[src/rtl/rom_bus_pkg.sv]
// Shared types for the ROM bus arbiter: FSM states, requester IDs and default address width.
package rom_bus_pkg;

  localparam int AW_DEFAULT = 17;

  typedef enum logic [1:0] {
    ST_IDLE,
    ST_READ,
    ST_CAPTURE,
    ST_WRITE
  } state_e;

  typedef enum logic [1:0] {
    REQ_CPU,
    REQ_GFX,
    REQ_DL
  } req_id_e;

endpackage

[src/rtl/rom_bus_prio.sv]
// Combinational requester picker: dl first, then cpu, with gfx promoted over cpu once starved.
module rom_bus_prio
  import rom_bus_pkg::*;
(
  input  logic    dl_req,
  input  logic    cpu_req,
  input  logic    gfx_req,
  input  logic    starved,
  output logic    valid,
  output req_id_e id
);

  always_comb begin
    valid = dl_req | cpu_req | gfx_req;
    id    = REQ_CPU;
    if (dl_req)
      id = REQ_DL;
    else if (gfx_req && (starved || !cpu_req))
      id = REQ_GFX;
  end

endmodule

[src/rtl/rom_bus_arbiter.sv]
// Shares one ROM between CPU reads, video fetch reads and download writes.
//
// state      | meaning
// -----------+---------------------------------------------------------
// ST_IDLE    | waiting; grants a requester and latches its address
// ST_READ    | address on the ROM, waiting ROM_LAT cycles for rom_do
// ST_CAPTURE | rom_do registered into the granted port, ack follows
// ST_WRITE   | rom_we high for one cycle with latched address/data
module rom_bus_arbiter
  import rom_bus_pkg::*;
#(
  parameter int AW          = AW_DEFAULT,
  parameter int ROM_LAT     = 1,
  parameter int GFX_MAXWAIT = 7
) (
  input  logic          clk_sys,
  input  logic          reset,
  input  logic          cpu_req,
  input  logic [AW-1:0] cpu_addr,
  output logic          cpu_ack,
  output logic [7:0]    cpu_data,
  input  logic          gfx_req,
  input  logic [AW-1:0] gfx_addr,
  output logic          gfx_ack,
  output logic [7:0]    gfx_data,
  input  logic          dl_req,
  input  logic [AW-1:0] dl_addr,
  input  logic [7:0]    dl_din,
  output logic          dl_ack,
  output logic [AW-1:0] rom_addr,
  output logic          rom_we,
  output logic [7:0]    rom_din,
  input  logic [7:0]    rom_do,
  output logic          busy
);

  localparam int              CW       = (GFX_MAXWAIT < 1) ? 1 : $clog2(GFX_MAXWAIT + 1);
  localparam logic [1:0]      LAT_LOAD = 2'(ROM_LAT - 1);
  localparam logic [CW-1:0]   WAIT_MAX = CW'(GFX_MAXWAIT);

  state_e        state;
  state_e        state_next;
  req_id_e       pick_id;
  req_id_e       gnt_id;
  logic          pick_valid;
  logic          starved;
  logic          grant;
  logic [1:0]    lat_cnt;
  logic [CW-1:0] wait_cnt;

  assign starved = (wait_cnt == WAIT_MAX);
  assign grant   = (state == ST_IDLE) && pick_valid;
  assign busy    = (state != ST_IDLE);
  assign rom_we  = (state == ST_WRITE);

  rom_bus_prio u_prio (
    .dl_req  (dl_req),
    .cpu_req (cpu_req),
    .gfx_req (gfx_req),
    .starved (starved),
    .valid   (pick_valid),
    .id      (pick_id)
  );

  always_ff @(posedge clk_sys or posedge reset) begin
    if (reset)
      state <= ST_IDLE;
    else
      state <= state_next;
  end

  always_comb begin
    state_next = state;
    case (state)
      ST_IDLE:    if (pick_valid) state_next = (pick_id == REQ_DL) ? ST_WRITE : ST_READ;
      ST_READ:    if (lat_cnt == 2'd0) state_next = ST_CAPTURE;
      ST_CAPTURE: state_next = ST_IDLE;
      ST_WRITE:   state_next = ST_IDLE;
      default:    state_next = ST_IDLE;
    endcase
  end

  always_ff @(posedge clk_sys or posedge reset) begin
    if (reset) begin
      gnt_id   <= REQ_CPU;
      lat_cnt  <= 2'd0;
      wait_cnt <= '0;
      rom_addr <= '0;
      rom_din  <= '0;
      cpu_data <= '0;
      gfx_data <= '0;
      cpu_ack  <= 1'b0;
      gfx_ack  <= 1'b0;
      dl_ack   <= 1'b0;
    end else begin
      cpu_ack <= 1'b0;
      gfx_ack <= 1'b0;
      dl_ack  <= 1'b0;
      if (grant) begin
        gnt_id  <= pick_id;
        lat_cnt <= LAT_LOAD;
        case (pick_id)
          REQ_DL: begin
            rom_addr <= dl_addr;
            rom_din  <= dl_din;
          end
          REQ_GFX: begin
            rom_addr <= gfx_addr;
            wait_cnt <= '0;
          end
          default: begin
            rom_addr <= cpu_addr;
            // only CPU wins that actually kept a pending gfx waiting count
            if (gfx_req && !starved) wait_cnt <= wait_cnt + CW'(1);
          end
        endcase
      end
      if (state == ST_READ && lat_cnt != 2'd0)
        lat_cnt <= lat_cnt - 2'd1;
      if (state == ST_CAPTURE) begin
        if (gnt_id == REQ_GFX) begin
          gfx_data <= rom_do;
          gfx_ack  <= 1'b1;
        end else begin
          cpu_data <= rom_do;
          cpu_ack  <= 1'b1;
        end
      end
      if (state == ST_WRITE)
        dl_ack <= 1'b1;
    end
  end

endmodule
[config.mk]
export PLATFORM = sky130hd
export DESIGN_NAME = rom_bus_arbiter
export DESIGN_NICKNAME = d
export VERILOG_FILES = /design/src/rtl/rom_bus_pkg.sv /design/src/rtl/rom_bus_prio.sv /design/src/rtl/rom_bus_arbiter.sv
export SDC_FILE = /design/constraint.sdc
export NUM_CORES = 1
export LEC_CHECK = 0
export BUFFER_PORTS_ARGS = -buffer_cell sky130_fd_sc_hd__buf_2
export CAP_MARGIN = 20
export CELL_PAD_IN_SITES_DETAIL_PLACEMENT = 1
export CELL_PAD_IN_SITES_GLOBAL_PLACEMENT = 2
export CORE_ASPECT_RATIO = 1.2
export CORE_UTILIZATION = 30
export DETAILED_ROUTE_END_ITERATION = 12
export PLACE_DENSITY_LB_ADDON = 0.1
export RECOVER_POWER = 100
export SLEW_MARGIN = 20
export SYNTH_ARGS = -nofsm -noshare
export SYNTH_HDL_FRONTEND = slang
export SYNTH_SLANG_ARGS = --single-unit
[constraint.sdc]
create_clock -name clk_sys -period 3.4 [get_ports clk_sys]
set_input_delay 0 -clock clk_sys [delete_from_list [all_inputs] [get_ports clk_sys]]
set_output_delay 0 -clock clk_sys [all_outputs]
set_load 0.05 [all_outputs]
==> flow_results.xml, run 1 <==
<?xml version="1.0" encoding="UTF-8"?>
<metrics>
  <group name="clock_tree">
    <metric name="cts_made_buffers" unit="">5</metric>
    <metric name="clk-insertion-delay-late" unit="ns">0.30</metric>
    <metric name="post_cts_buffers" unit="">0</metric>
    <metric name="clock_sink_count" unit="">53</metric>
    <metric name="cts_hold_buffers" unit="">19</metric>
    <metric name="cts_tree" unit="">yes</metric>
    <metric name="clkSlewWorstSetupHoldPaths" unit="ns">0.09</metric>
    <metric name="cts-root-to-sink-buffers" unit="">2</metric>
    <metric name="htreeDepth" unit="">2</metric>
    <metric name="clk_root_buffer_cell" unit="">clkbuf_8</metric>
    <metric name="ctsResizeCount" unit="">0</metric>
  </group>
  <group name="worst_setup_path">
    <metric name="worstSetupPathType" unit="">register to register</metric>
    <metric name="crit_top_cell" unit="">o31ai_1</metric>
    <metric name="worstPathArrival" unit="ns">2.56</metric>
    <metric name="worstPathRequired" unit="ns">3.60</metric>
    <metric name="crit_path_top_delay_cell" unit="">clkbuf_1</metric>
    <metric name="crit_chain" unit="">nor2_1 -&gt; o31ai_1 -&gt; clkbuf_1 -&gt; a21oi_1 -&gt; o31ai_1</metric>
    <metric name="crit_fanout" unit="">35</metric>
    <metric name="nature_of_the_critical_path_startpoint" unit="">register</metric>
    <metric name="setup.worst_path.end_class" unit="">register</metric>
    <metric name="critical_path.max_stage_delay" unit="ns">1.18</metric>
  </group>
  <group name="placed_design">
    <metric name="gpl.final_weighted_congestion" unit="">0.683</metric>
    <metric name="detailed_place_hpwl" unit="mm">4.47</metric>
    <metric name="port-buffer-count" unit="">117</metric>
  </group>
  <group name="sta">
    <metric name="hold_slack" unit="ns">0.0154</metric>
    <metric name="slew-limit-headroom" unit="">-0.0436</metric>
    <metric name="maxClockFrequency" unit="MHz">424</metric>
    <metric name="maxSlewViolCount" unit="">36</metric>
    <metric name="setup_repair_after_global_routing_missed_its_margin" unit="">false</metric>
    <metric name="totalNegativeSetupSlack" unit="ns">0</metric>
    <metric name="layout_worst_path_cycle_share" unit="">0.694</metric>
    <metric name="finalSetupViolations" unit="">0</metric>
    <metric name="finalClockSkew" unit="ns">0.00344</metric>
    <metric name="worst_slew_pin_slew" unit="ns">1.57</metric>
    <metric name="timing_hold_violations_final" unit="">0</metric>
    <metric name="timing.final.crit_period" unit="ns">2.36</metric>
  </group>
  <group name="synth">
    <metric name="ys_async_sr_fraction" unit="">1.00</metric>
    <metric name="post-synth-top-area-fraction" unit="">0.536</metric>
    <metric name="ys.warnings.count" unit="">0</metric>
    <metric name="post_synth_top_area_cell" unit="">dfrtp_1</metric>
    <metric name="synth_sequential_area_ratio" unit="">0.536</metric>
    <metric name="synth_area" unit="µm²">2470</metric>
    <metric name="synth_flop_cell" unit="">dfrtp_1</metric>
    <metric name="synthMostInstantiatedCell" unit="">dfrtp_1</metric>
    <metric name="post_synth_most_frequent_cells" unit="">dfrtp_1 (53), mux2_2 (24), a21oi_1 (17), mux2i_1 (17)</metric>
    <metric name="number_of_storage_elements_in_the_synthesis_netlist" unit="">53</metric>
    <metric name="synthesis.instances" unit="">200</metric>
    <metric name="netlist_top_cells_area" unit="">dfrtp_1 (54%), mux2_2 (11%), mux2i_1 (6.9%)</metric>
    <metric name="synth.avg_cell_area" unit="µm²">12.4</metric>
    <metric name="synth_edf_count" unit="">0</metric>
    <metric name="synthesis.nets" unit="">275</metric>
    <metric name="yosys.cell_types.count" unit="">33</metric>
  </group>
  <group name="layout">
    <metric name="area_growth" unit="%">34.5</metric>
    <metric name="seq_area" unit="µm²">1330</metric>
    <metric name="layout.nets" unit="">409</metric>
    <metric name="final_layout_size_suffix_gt1_frac" unit="">0.319</metric>
    <metric name="antenna_cells" unit="">0</metric>
    <metric name="fillers" unit="">929</metric>
    <metric name="multiInputGateArea" unit="µm²">1010</metric>
  </group>
  <group name="power_and_ir_drop">
    <metric name="power.total" unit="mW">3.45</metric>
    <metric name="worst_vdd_rail_ir_drop" unit="mV">0.299</metric>
    <metric name="cellLeakagePower" unit="nW">1.63</metric>
    <metric name="cellPowerDensity" unit="nW/µm²">1040</metric>
  </group>
  <group name="floorplanning">
    <metric name="floorplan.die_area" unit="µm²">8610</metric>
    <metric name="core.rowCount" unit="">35</metric>
    <metric name="io_pins" unit="">118</metric>
    <metric name="initial_utilization" unit="">0.315</metric>
    <metric name="fp.dieH" unit="µm">101</metric>
    <metric name="die_width" unit="µm">84.9</metric>
    <metric name="coreArea" unit="µm²">7840</metric>
  </group>
  <group name="route">
    <metric name="route.detailed.wl_per_inst" unit="µm">14.4</metric>
    <metric name="ant_nets" unit="">0</metric>
    <metric name="via_count" unit="">2045</metric>
    <metric name="routed_wirelength" unit="mm">6.14</metric>
    <metric name="detailedRoute.firstPassIterationCount" unit="">8</metric>
    <metric name="drt-initial-drc-count" unit="">66</metric>
    <metric name="avgViaCountPerCell" unit="">4.79</metric>
    <metric name="drc" unit="">6</metric>
  </group>
  <group name="job">
    <metric name="maxCapViolations" unit="">1</metric>
  </group>
  <group name="global_routing">
    <metric name="wire_length_of_the_first_global_routing_pass" unit="mm">10.1</metric>
    <metric name="grt_max_degree" unit="">38</metric>
    <metric name="first_global_vias" unit="">2130</metric>
    <metric name="grt_antenna_before_repair" unit="">0</metric>
    <metric name="global_route.usage.total" unit="">0.148</metric>
    <metric name="global_route.overflow_total" unit="">0</metric>
  </group>
  <group name="outcome">
    <metric name="violations" unit="">DRC, capacitance limit, slew limit</metric>
    <metric name="outcome" unit="">finished, violations left</metric>
  </group>
  <group name="min_path">
    <metric name="min-delay-path-class" unit="">primary input to register</metric>
  </group>
</metrics>
-- per-stage QoR --
stage | util | std cells | setup WS, ns | area (µm²)
finish | 0.424 | 427 | 1.04 | 3330
global route | 0.424 | 427 | 0.676 | 3330
CTS | 0.435 | 427 | 1.36 | 3410
detailed placement | 0.396 | 400 | 1.69 | 3100
global placement | 0.396 | 400 | 1.73 | 3100
floorplan | - | 200 | 1.85 | 2470
-- cells by family after synthesis --
kind of cell             Yosys count  synth area share
flip-flops                        53             0.536
AO/OA/AOI/OAI                     43             0.116
AND/OR/NAND/NOR                   42             0.105
multiplexers                      41             0.178
buffers and inverters             18            0.0491
adder cells (fa/ha/maj)            3            0.0152
-- worst max-delay path, delay by kind of cell (launching register included) --
kind / cells / cell delay (ns)
buffers and inverters: 1 / 1.18
DFF: 1 / 0.46
AOI/OAI and AO/OA: 3 / 0.46
and+or+nand+nor: 1 / 0.15
-- per-layer routing --
metal  global-route usage  routed length [µm]  up-vias  part of all wire
met5                    0                   0        -                 0
met4               0.0430                  70        0             0.011
met3               0.0367                 385        6             0.063
met2                0.258                2940       74              0.48
met1                0.182                2740      973              0.45
li1                     -                   -      992                 -
-- cell usage in the layout, fill, tap and decap left out, drive strengths merged, types with 2 or more instances in the layout --
master	instances
ha	3
and3	16
nand4	2
a21oi	17
buf	72
mux2i	17
nand2	9
o21ai	4
inv	5
o31ai	17
mux2	24
nor3	2
dfrtp	53
nand2b	2
nor2	2
dlygate4sd3	19
clkbuf	55
a21o	2
nand3	3
and2	2
-- area by class of cell --
cell class,instances,area share
tap,92,0.0346
timing repair buffer,140,0.222
clock buffer,6,0.0248
multi-input combinational,129,0.303
sequential,53,0.399
clock inverter,2,0.0113
inverter,5,0.00564
-- registers in the layout, summed over array words and instances (netlist names) --
| signal | cells |
|---|---|
| cpu_ack | 1 |
| cpu_data | 8 |
| dl_ack | 1 |
| gfx_ack | 1 |
| gfx_data | 8 |
| gnt_id | 2 |
| lat_cnt | 2 |
| rom_addr | 17 |
| rom_din | 8 |
| state | 2 |
| wait_cnt | 3 |
-- worst paths after layout --
check | startpoint | end | slack, ns | depth (start not counted)
min in group asynchronous | reset | rom_din[0] | 0.59 | 3
max in group asynchronous | reset | lat_cnt[1] | 1.21 | 4
max reg2reg | state[1] | rom_addr[10] | 1.04 | 5
max | state[1] | rom_addr[10] | 1.04 | 5
min reg2reg | gnt_id[1] | gnt_id[1] | 0.48 | 1
min | gfx_addr[1] | rom_addr[1] | 0.02 | 3
-- where the power goes --
part | internal [mW] | switching, mW
clock network | 0.240 | 0.206
logic | 0.484 | 1.42
registers | 0.933 | 0.169
total | 1.66 | 1.79
(Power assumes the default switching activity.)
==> run 2: changes to the inputs <==
--- a/config.mk
+++ b/config.mk
@@ -5,12 +5,13 @@
 export SDC_FILE = /design/constraint.sdc
 export NUM_CORES = 1
 export LEC_CHECK = 0
+export ABC_AREA = 1
 export BUFFER_PORTS_ARGS = -buffer_cell sky130_fd_sc_hd__buf_2
 export CAP_MARGIN = 20
 export CELL_PAD_IN_SITES_DETAIL_PLACEMENT = 1
 export CELL_PAD_IN_SITES_GLOBAL_PLACEMENT = 2
 export CORE_ASPECT_RATIO = 1.2
-export CORE_UTILIZATION = 30
+export CORE_UTILIZATION = 23
 export DETAILED_ROUTE_END_ITERATION = 12
 export PLACE_DENSITY_LB_ADDON = 0.1
 export RECOVER_POWER = 100
==> constraint.sdc (replaced) <==
create_clock -name clk_sys -period 1.95 [get_ports clk_sys]
set_input_delay 0 -clock clk_sys [delete_from_list [all_inputs] [get_ports clk_sys]]
set_output_delay 0 -clock clk_sys [all_outputs]
set_load 0.05 [all_outputs]
==> flow_results.xml, run 2 <==
<?xml version="1.0" encoding="UTF-8"?>
<metrics>
  <group name="outcome">
    <metric name="outcome" unit="">completed</metric>
  </group>
  <group name="layout">
    <metric name="layout.nets" unit="">547</metric>
    <metric name="final_layout_size_suffix_gt1_frac" unit="">0.207</metric>
    <metric name="instances_no_fill" unit="">631</metric>
    <metric name="highest_count_cells_in_the_layout_ignoring_fill_and_taps" unit="">nand2_1 (107), buf_2 (71), inv_1 (59)</metric>
    <metric name="fillers" unit="">1457</metric>
    <metric name="largest_register_ffs" unit="">17</metric>
    <metric name="area_growth" unit="%">33.2</metric>
    <metric name="largest_register" unit="">rom_addr</metric>
    <metric name="final_common_cell" unit="">nand2_1</metric>
    <metric name="finalCoreUtilization" unit="">0.315</metric>
    <metric name="finalInstanceArea" unit="µm²">3650</metric>
  </group>
  <group name="global_routing">
    <metric name="global_route.overflow_total" unit="">0</metric>
    <metric name="grt_util_met3" unit="">0.0373</metric>
    <metric name="global_route.usage.total" unit="">0.131</metric>
    <metric name="global_route.usage.met2" unit="">0.227</metric>
    <metric name="first_global_vias" unit="">2540</metric>
    <metric name="grt_antenna_before_repair" unit="">1</metric>
    <metric name="gr-max-usage-layer" unit="">met2</metric>
    <metric name="wire_length_of_the_first_global_routing_pass" unit="mm">12.4</metric>
    <metric name="grt_max_degree" unit="">37</metric>
    <metric name="grt_use_met1" unit="">0.156</metric>
  </group>
  <group name="synth">
    <metric name="synth_edf_count" unit="">0</metric>
    <metric name="synth_flop_cell" unit="">dfrtp_1</metric>
    <metric name="synth_sequential_area_ratio" unit="">0.484</metric>
    <metric name="synth_area" unit="µm²">2740</metric>
    <metric name="yosys.cell_types.count" unit="">26</metric>
    <metric name="netlist_top_cells_area" unit="">dfrtp_1 (48%), nand2_1 (14%), inv_1 (7.9%)</metric>
    <metric name="number_of_storage_elements_in_the_synthesis_netlist" unit="">53</metric>
    <metric name="synthMostInstantiatedCell" unit="">nand2_1</metric>
    <metric name="ys.warnings.count" unit="">0</metric>
    <metric name="post_synth_most_frequent_cells" unit="">nand2_1 (105), inv_1 (58), dfrtp_1 (53)</metric>
    <metric name="post_synth_top_area_cell" unit="">dfrtp_1</metric>
    <metric name="post-synth-top-area-fraction" unit="">0.484</metric>
    <metric name="ys_async_sr_fraction" unit="">1.00</metric>
    <metric name="synth.avg_cell_area" unit="µm²">8.16</metric>
    <metric name="synthesis.nets" unit="">411</metric>
    <metric name="synthesis.instances" unit="">336</metric>
  </group>
  <group name="floorplanning">
    <metric name="die_width" unit="µm">102</metric>
    <metric name="floorplan.die_area" unit="µm²">12400</metric>
    <metric name="initial_utilization" unit="">0.237</metric>
    <metric name="coreArea" unit="µm²">11600</metric>
    <metric name="core.rowCount" unit="">43</metric>
    <metric name="io_pins" unit="">118</metric>
    <metric name="fp.dieH" unit="µm">122</metric>
  </group>
  <group name="route">
    <metric name="routed_wirelength" unit="mm">7.75</metric>
    <metric name="drt-initial-drc-count" unit="">51</metric>
    <metric name="ant_nets" unit="">0</metric>
    <metric name="avgViaCountPerCell" unit="">3.99</metric>
    <metric name="detailedRoute.firstPassIterationCount" unit="">4</metric>
    <metric name="drc" unit="">0</metric>
    <metric name="route.detailed.wl_per_inst" unit="µm">12.3</metric>
    <metric name="via_count" unit="">2520</metric>
  </group>
  <group name="worst_setup_path">
    <metric name="rr_startpoint" unit="">state[0]</metric>
    <metric name="cpLargestDelayFamily" unit="">buffers and inverters</metric>
    <metric name="crit_chain" unit="">nor2_4 -&gt; clkbuf_1 -&gt; nand2_4 -&gt; nand2_1 -&gt; a21boi_0 -&gt; inv_1</metric>
    <metric name="worstPathRequired" unit="ns">2.14</metric>
    <metric name="worstPathArrival" unit="ns">1.90</metric>
    <metric name="nature_of_the_critical_path_startpoint" unit="">register</metric>
    <metric name="crit_fanout" unit="">10</metric>
    <metric name="worstSetupStartpoint" unit="">state[0]</metric>
    <metric name="setup.worst_path.end_class" unit="">register</metric>
    <metric name="worstSetupPathType" unit="">register to register</metric>
    <metric name="crit_path_top_delay_cell" unit="">clkbuf_1</metric>
    <metric name="critical_path.max_stage_delay" unit="ns">0.59</metric>
    <metric name="path_buf_inv" unit="">2</metric>
  </group>
  <group name="sta">
    <metric name="worst_slew_pin_slew" unit="ns">1.15</metric>
    <metric name="setup_repair_after_global_routing_missed_its_margin" unit="">false</metric>
    <metric name="maxClockFrequency" unit="MHz">584</metric>
    <metric name="finalSetupViolations" unit="">0</metric>
    <metric name="totalNegativeSetupSlack" unit="ns">0</metric>
    <metric name="setup_ws" unit="ns">0.237</metric>
    <metric name="timing_hold_violations_final" unit="">0</metric>
    <metric name="hold_slack" unit="ns">0.00814</metric>
    <metric name="maxSlewViolCount" unit="">0</metric>
    <metric name="slew-limit-headroom" unit="">0.229</metric>
    <metric name="finalClockSkew" unit="ns">0.00566</metric>
    <metric name="layout_worst_path_cycle_share" unit="">0.879</metric>
    <metric name="timing.final.crit_period" unit="ns">1.71</metric>
  </group>
  <group name="placed_design">
    <metric name="placement.setup.worst_slack" unit="ns">0.252</metric>
    <metric name="detailed_place_hpwl" unit="mm">5.56</metric>
    <metric name="place_area" unit="µm²">3450</metric>
    <metric name="gpl.final_weighted_congestion" unit="">0.669</metric>
    <metric name="dp.cells" unit="">602</metric>
    <metric name="port-buffer-count" unit="">117</metric>
  </group>
  <group name="clock_tree">
    <metric name="ctsResizeCount" unit="">0</metric>
    <metric name="clock_sink_count" unit="">53</metric>
    <metric name="clk_root_buffer_cell" unit="">clkbuf_16</metric>
    <metric name="cts_made_buffers" unit="">5</metric>
    <metric name="cts-root-to-sink-buffers" unit="">2</metric>
    <metric name="cts_hold_buffers" unit="">20</metric>
    <metric name="post_cts_buffers" unit="">0</metric>
    <metric name="clk-insertion-delay-late" unit="ns">0.30</metric>
    <metric name="cts_tree" unit="">yes</metric>
    <metric name="clkSlewWorstSetupHoldPaths" unit="ns">0.08</metric>
    <metric name="htreeDepth" unit="">2</metric>
  </group>
  <group name="power_and_ir_drop">
    <metric name="cellLeakagePower" unit="nW">2.01</metric>
    <metric name="power.total" unit="mW">6.15</metric>
    <metric name="cellPowerDensity" unit="nW/µm²">1690</metric>
    <metric name="worst_vdd_rail_ir_drop" unit="mV">0.419</metric>
  </group>
  <group name="min_path">
    <metric name="min-delay-path-class" unit="">primary input to register</metric>
    <metric name="worst_hold_startpoint" unit="">cpu_addr[16]</metric>
  </group>
  <group name="job">
    <metric name="maxCapViolations" unit="">0</metric>
  </group>
</metrics>
run 2: cell count changes after synthesis, moves of 16 or more:
cell	delta
mux2i_1	-16
a21oi_1	-16
and3_1	-16
inv_1	+53
o21ai_2	+17
nand2_1	+97
nor2_1	+33
nand3_1	+25
mux2_2	-24
o31ai_1	-16
run 2: cells by family after synthesis:
family                   after synthesis  share of synthesized area
AO/OA/AOI/OAI                         25                     0.0758
adder cells (fa/ha/maj)                3                     0.0137
buffers and inverters                 71                      0.121
flip-flops                            53                      0.484
multiplexers                           1                    0.00365
AND/OR/NAND/NOR                      183                      0.302
run 2: path summary, 6_finish.rpt:
kind / to / slack, ns / depth (start not counted)
worst max-delay path: wait_cnt[2] / 0.24 / 6
worst min register to register: rom_din[6] / 0.48 / 2
worst max register to register: wait_cnt[2] / 0.24 / 6
worst min-delay path: rom_addr[16] / 0.008 / 5
min in group asynchronous: rom_din[6] / 0.43 / 3
max in group asynchronous: gnt_id[1] / 0.47 / 4
run 2: worst min-delay path, stage by stage:
cell and delay, ns:
buf_2 0.07, inv_1 0.03, nand2_1 0.05, nand3_1 0.07
nand2_1 0.05
run 2: layer usage:
metal / part of all wire / up-vias / wire length [µm]
li1: - / 1279 / -
met1: 0.43 / 1157 / 3340
met2: 0.49 / 78 / 3780
met3: 0.068 / 6 / 528
met4: 0.013 / 0 / 97
met5: 0 / - / 0
run 2: cell type report:
| class | count | area [µm²] | area share |
|---|---|---|---|
| well taps | 157 | 196 | 0.0538 |
| clock buffers | 5 | 125 | 0.0343 |
| inverters | 61 | 231 | 0.0634 |
| diodes | 1 | 2.50 | 0.000686 |
| flip-flops and latches | 53 | 1330 | 0.364 |
| multi-input cells | 212 | 1000 | 0.274 |
| clock inverters | 3 | 26.3 | 0.00720 |
| repair buffers | 139 | 739 | 0.203 |
run 2: where the power goes:
| part | internal, mW | total (mW) | switching (mW) |
|---|---|---|---|
| clock network | 0.486 | 0.926 | 0.440 |
| registers | 1.62 | 1.92 | 0.302 |
| logic | 0.668 | 3.31 | 2.64 |
| total | 2.77 | 6.15 | 3.38 |
==> run 3: changes to the inputs <==
--- a/config.mk
+++ b/config.mk
@@ -13,6 +13,7 @@
 export CORE_ASPECT_RATIO = 1.2
 export CORE_UTILIZATION = 23
 export DETAILED_ROUTE_END_ITERATION = 12
+export GPL_TIMING_DRIVEN = 0
 export PLACE_DENSITY_LB_ADDON = 0.1
 export RECOVER_POWER = 100
 export SLEW_MARGIN = 20
==> constraint.sdc (replaced) <==
create_clock -name clk_sys -period 1.95 [get_ports clk_sys]
set_input_delay 0.2925 -clock clk_sys [delete_from_list [all_inputs] [get_ports clk_sys]]
set_output_delay 0.2925 -clock clk_sys [all_outputs]
set_load 0.05 [all_outputs]
==> flow_results.xml, run 3 (synthesis results as in run 2) <==
<?xml version="1.0" encoding="UTF-8"?>
<metrics>
  <group name="outcome">
    <metric name="outcome" unit="">completed</metric>
  </group>
  <group name="sta">
    <metric name="timing.final.crit_period" unit="ns">1.71</metric>
    <metric name="hold_slack" unit="ns">0.231</metric>
    <metric name="slew-limit-headroom" unit="">0.512</metric>
    <metric name="maxClockFrequency" unit="MHz">586</metric>
    <metric name="maxSlewViolCount" unit="">0</metric>
    <metric name="finalSetupViolations" unit="">0</metric>
    <metric name="timing_hold_violations_final" unit="">0</metric>
    <metric name="finalClockSkew" unit="ns">0.00745</metric>
    <metric name="totalNegativeSetupSlack" unit="ns">0</metric>
    <metric name="setup_repair_after_global_routing_missed_its_margin" unit="">false</metric>
    <metric name="worst_slew_pin_slew" unit="ns">0.729</metric>
    <metric name="layout_worst_path_cycle_share" unit="">0.875</metric>
  </group>
  <group name="floorplanning">
    <metric name="initial_utilization" unit="">0.237</metric>
    <metric name="floorplan.die_area" unit="µm²">12400</metric>
    <metric name="coreArea" unit="µm²">11600</metric>
    <metric name="die_width" unit="µm">102</metric>
    <metric name="io_pins" unit="">118</metric>
    <metric name="fp.dieH" unit="µm">122</metric>
    <metric name="core.rowCount" unit="">43</metric>
  </group>
  <group name="worst_setup_path">
    <metric name="reg_to_reg_setup_timing_slack" unit="ns">0.28</metric>
    <metric name="rr_startpoint" unit="">wait_cnt[0]</metric>
    <metric name="setup.worst_path.end_class" unit="">output pin</metric>
    <metric name="nature_of_the_critical_path_startpoint" unit="">register</metric>
    <metric name="worstSetupPathType" unit="">register to output pin</metric>
    <metric name="worstPathArrival" unit="ns">1.41</metric>
    <metric name="worstSetupStartpoint" unit="">state[0]</metric>
    <metric name="crit_fanout" unit="">5</metric>
    <metric name="critical_path.reg2reg.endpoint" unit="">rom_addr[3]</metric>
    <metric name="worst_case_reg_to_reg_path_depth" unit="">7</metric>
    <metric name="worstPathRequired" unit="ns">1.66</metric>
  </group>
  <group name="min_path">
    <metric name="worst_hold_startpoint" unit="">dl_din[3]</metric>
    <metric name="hold-path-cell-count" unit="">3</metric>
    <metric name="hold-path-endpoint" unit="">rom_din[3]</metric>
    <metric name="min-delay-path-class" unit="">primary input to register</metric>
  </group>
  <group name="power_and_ir_drop">
    <metric name="worst_vdd_rail_ir_drop" unit="mV">0.562</metric>
    <metric name="power.total" unit="mW">6.33</metric>
    <metric name="cellLeakagePower" unit="nW">1.99</metric>
    <metric name="cellPowerDensity" unit="nW/µm²">1780</metric>
  </group>
  <group name="clock_tree">
    <metric name="clkSlewWorstSetupHoldPaths" unit="ns">0.07</metric>
    <metric name="clock_sink_count" unit="">53</metric>
    <metric name="post_cts_buffers" unit="">0</metric>
    <metric name="cts_tree" unit="">yes</metric>
    <metric name="cts-root-to-sink-buffers" unit="">2</metric>
    <metric name="ctsResizeCount" unit="">0</metric>
    <metric name="htreeDepth" unit="">2</metric>
    <metric name="clk_root_buffer_cell" unit="">clkbuf_16</metric>
    <metric name="cts_made_buffers" unit="">5</metric>
    <metric name="clk-insertion-delay-late" unit="ns">0.29</metric>
  </group>
  <group name="route">
    <metric name="drc" unit="">0</metric>
    <metric name="ant_nets" unit="">0</metric>
    <metric name="via_count" unit="">2463</metric>
    <metric name="detailedRoute.firstPassIterationCount" unit="">4</metric>
    <metric name="routed_wirelength" unit="mm">7.87</metric>
    <metric name="avgViaCountPerCell" unit="">3.97</metric>
    <metric name="drt-initial-drc-count" unit="">58</metric>
    <metric name="route.detailed.wl_per_inst" unit="µm">12.7</metric>
  </group>
  <group name="placed_design">
    <metric name="detailed_place_hpwl" unit="mm">5.88</metric>
    <metric name="place_area" unit="µm²">3550</metric>
    <metric name="port-buffer-count" unit="">117</metric>
    <metric name="gpl.final_weighted_congestion" unit="">0.743</metric>
  </group>
  <group name="global_routing">
    <metric name="grt_max_degree" unit="">41</metric>
    <metric name="first_global_vias" unit="">2519</metric>
    <metric name="global_route.usage.total" unit="">0.135</metric>
    <metric name="grt_antenna_before_repair" unit="">0</metric>
    <metric name="wire_length_of_the_first_global_routing_pass" unit="mm">12.7</metric>
    <metric name="global_route.overflow_total" unit="">0</metric>
  </group>
  <group name="layout">
    <metric name="final_layout_size_suffix_gt1_frac" unit="">0.229</metric>
    <metric name="fillers" unit="">1485</metric>
    <metric name="layout.nets" unit="">537</metric>
    <metric name="largest_register" unit="">rom_addr</metric>
    <metric name="area_growth" unit="%">29.5</metric>
    <metric name="largest_register_ffs" unit="">17</metric>
    <metric name="antenna_cells" unit="">0</metric>
    <metric name="finalInstanceArea" unit="µm²">3550</metric>
    <metric name="finalCoreUtilization" unit="">0.307</metric>
    <metric name="final_common_cell" unit="">nand2_1</metric>
    <metric name="highest_count_cells_in_the_layout_ignoring_fill_and_taps" unit="">nand2_1 (109), buf_2 (72), inv_1 (57)</metric>
  </group>
  <group name="job">
    <metric name="maxCapViolations" unit="">0</metric>
  </group>
</metrics>
-- run 3: layer usage --
layer	track usage	wire (µm)	vias to the layer above
met1	0.168	3540	1118
met2	0.234	3790	76
met4	0.0408	95	0
met5	0	0	-
met3	0.0275	443	5
li1	-	-	1264
-- run 3: critical path, stage by stage, from the launching register on --
cell and delay (ns):
dfrtp_1 0.46, inv_2 0.06, nand2_1 0.08, clkbuf_1 0.51
-- run 3: final cells by class --
class / count / area, µm² / area share
flip-flops and latches: 53 / 1330 / 0.374
multi-input cells: 212 / 980 / 0.276
repair buffers: 119 / 566 / 0.159
inverters: 61 / 233 / 0.0656
well taps: 157 / 196 / 0.0554
clock buffers: 6 / 129 / 0.0363
plain buffers: 10 / 78.8 / 0.0222
clock inverters: 2 / 38.8 / 0.0109
-- run 3: worst max-delay path by stage --
stage,to
final,busy
after global routing,wait_cnt[2]
after detailed placement,rom_addr[5]
after floorplan,cpu_ack
after global placement,rom_addr[16]
after CTS,rom_addr[5]
-- run 3: per-stage QoR --
stage               instances  setup slack [ns]
detailed placement        611             0.276
CTS                       620             0.273
global placement          610            -0.568
floorplan                 336             0.371
finish                    620             0.243
global route              620             0.108
-- run 3: power breakdown --
part	switching (mW)	internal, mW
Sequential	0.293	1.62
Combinational	2.68	0.706
Clock	0.417	0.610
-- run 3: repair_timing --
action | 4_1_cts | 5_1_grt
hold endpoints to repair | 13 | 0
endpoints found under the setup margin | 0 | 0
hold buffers | 1 | 0
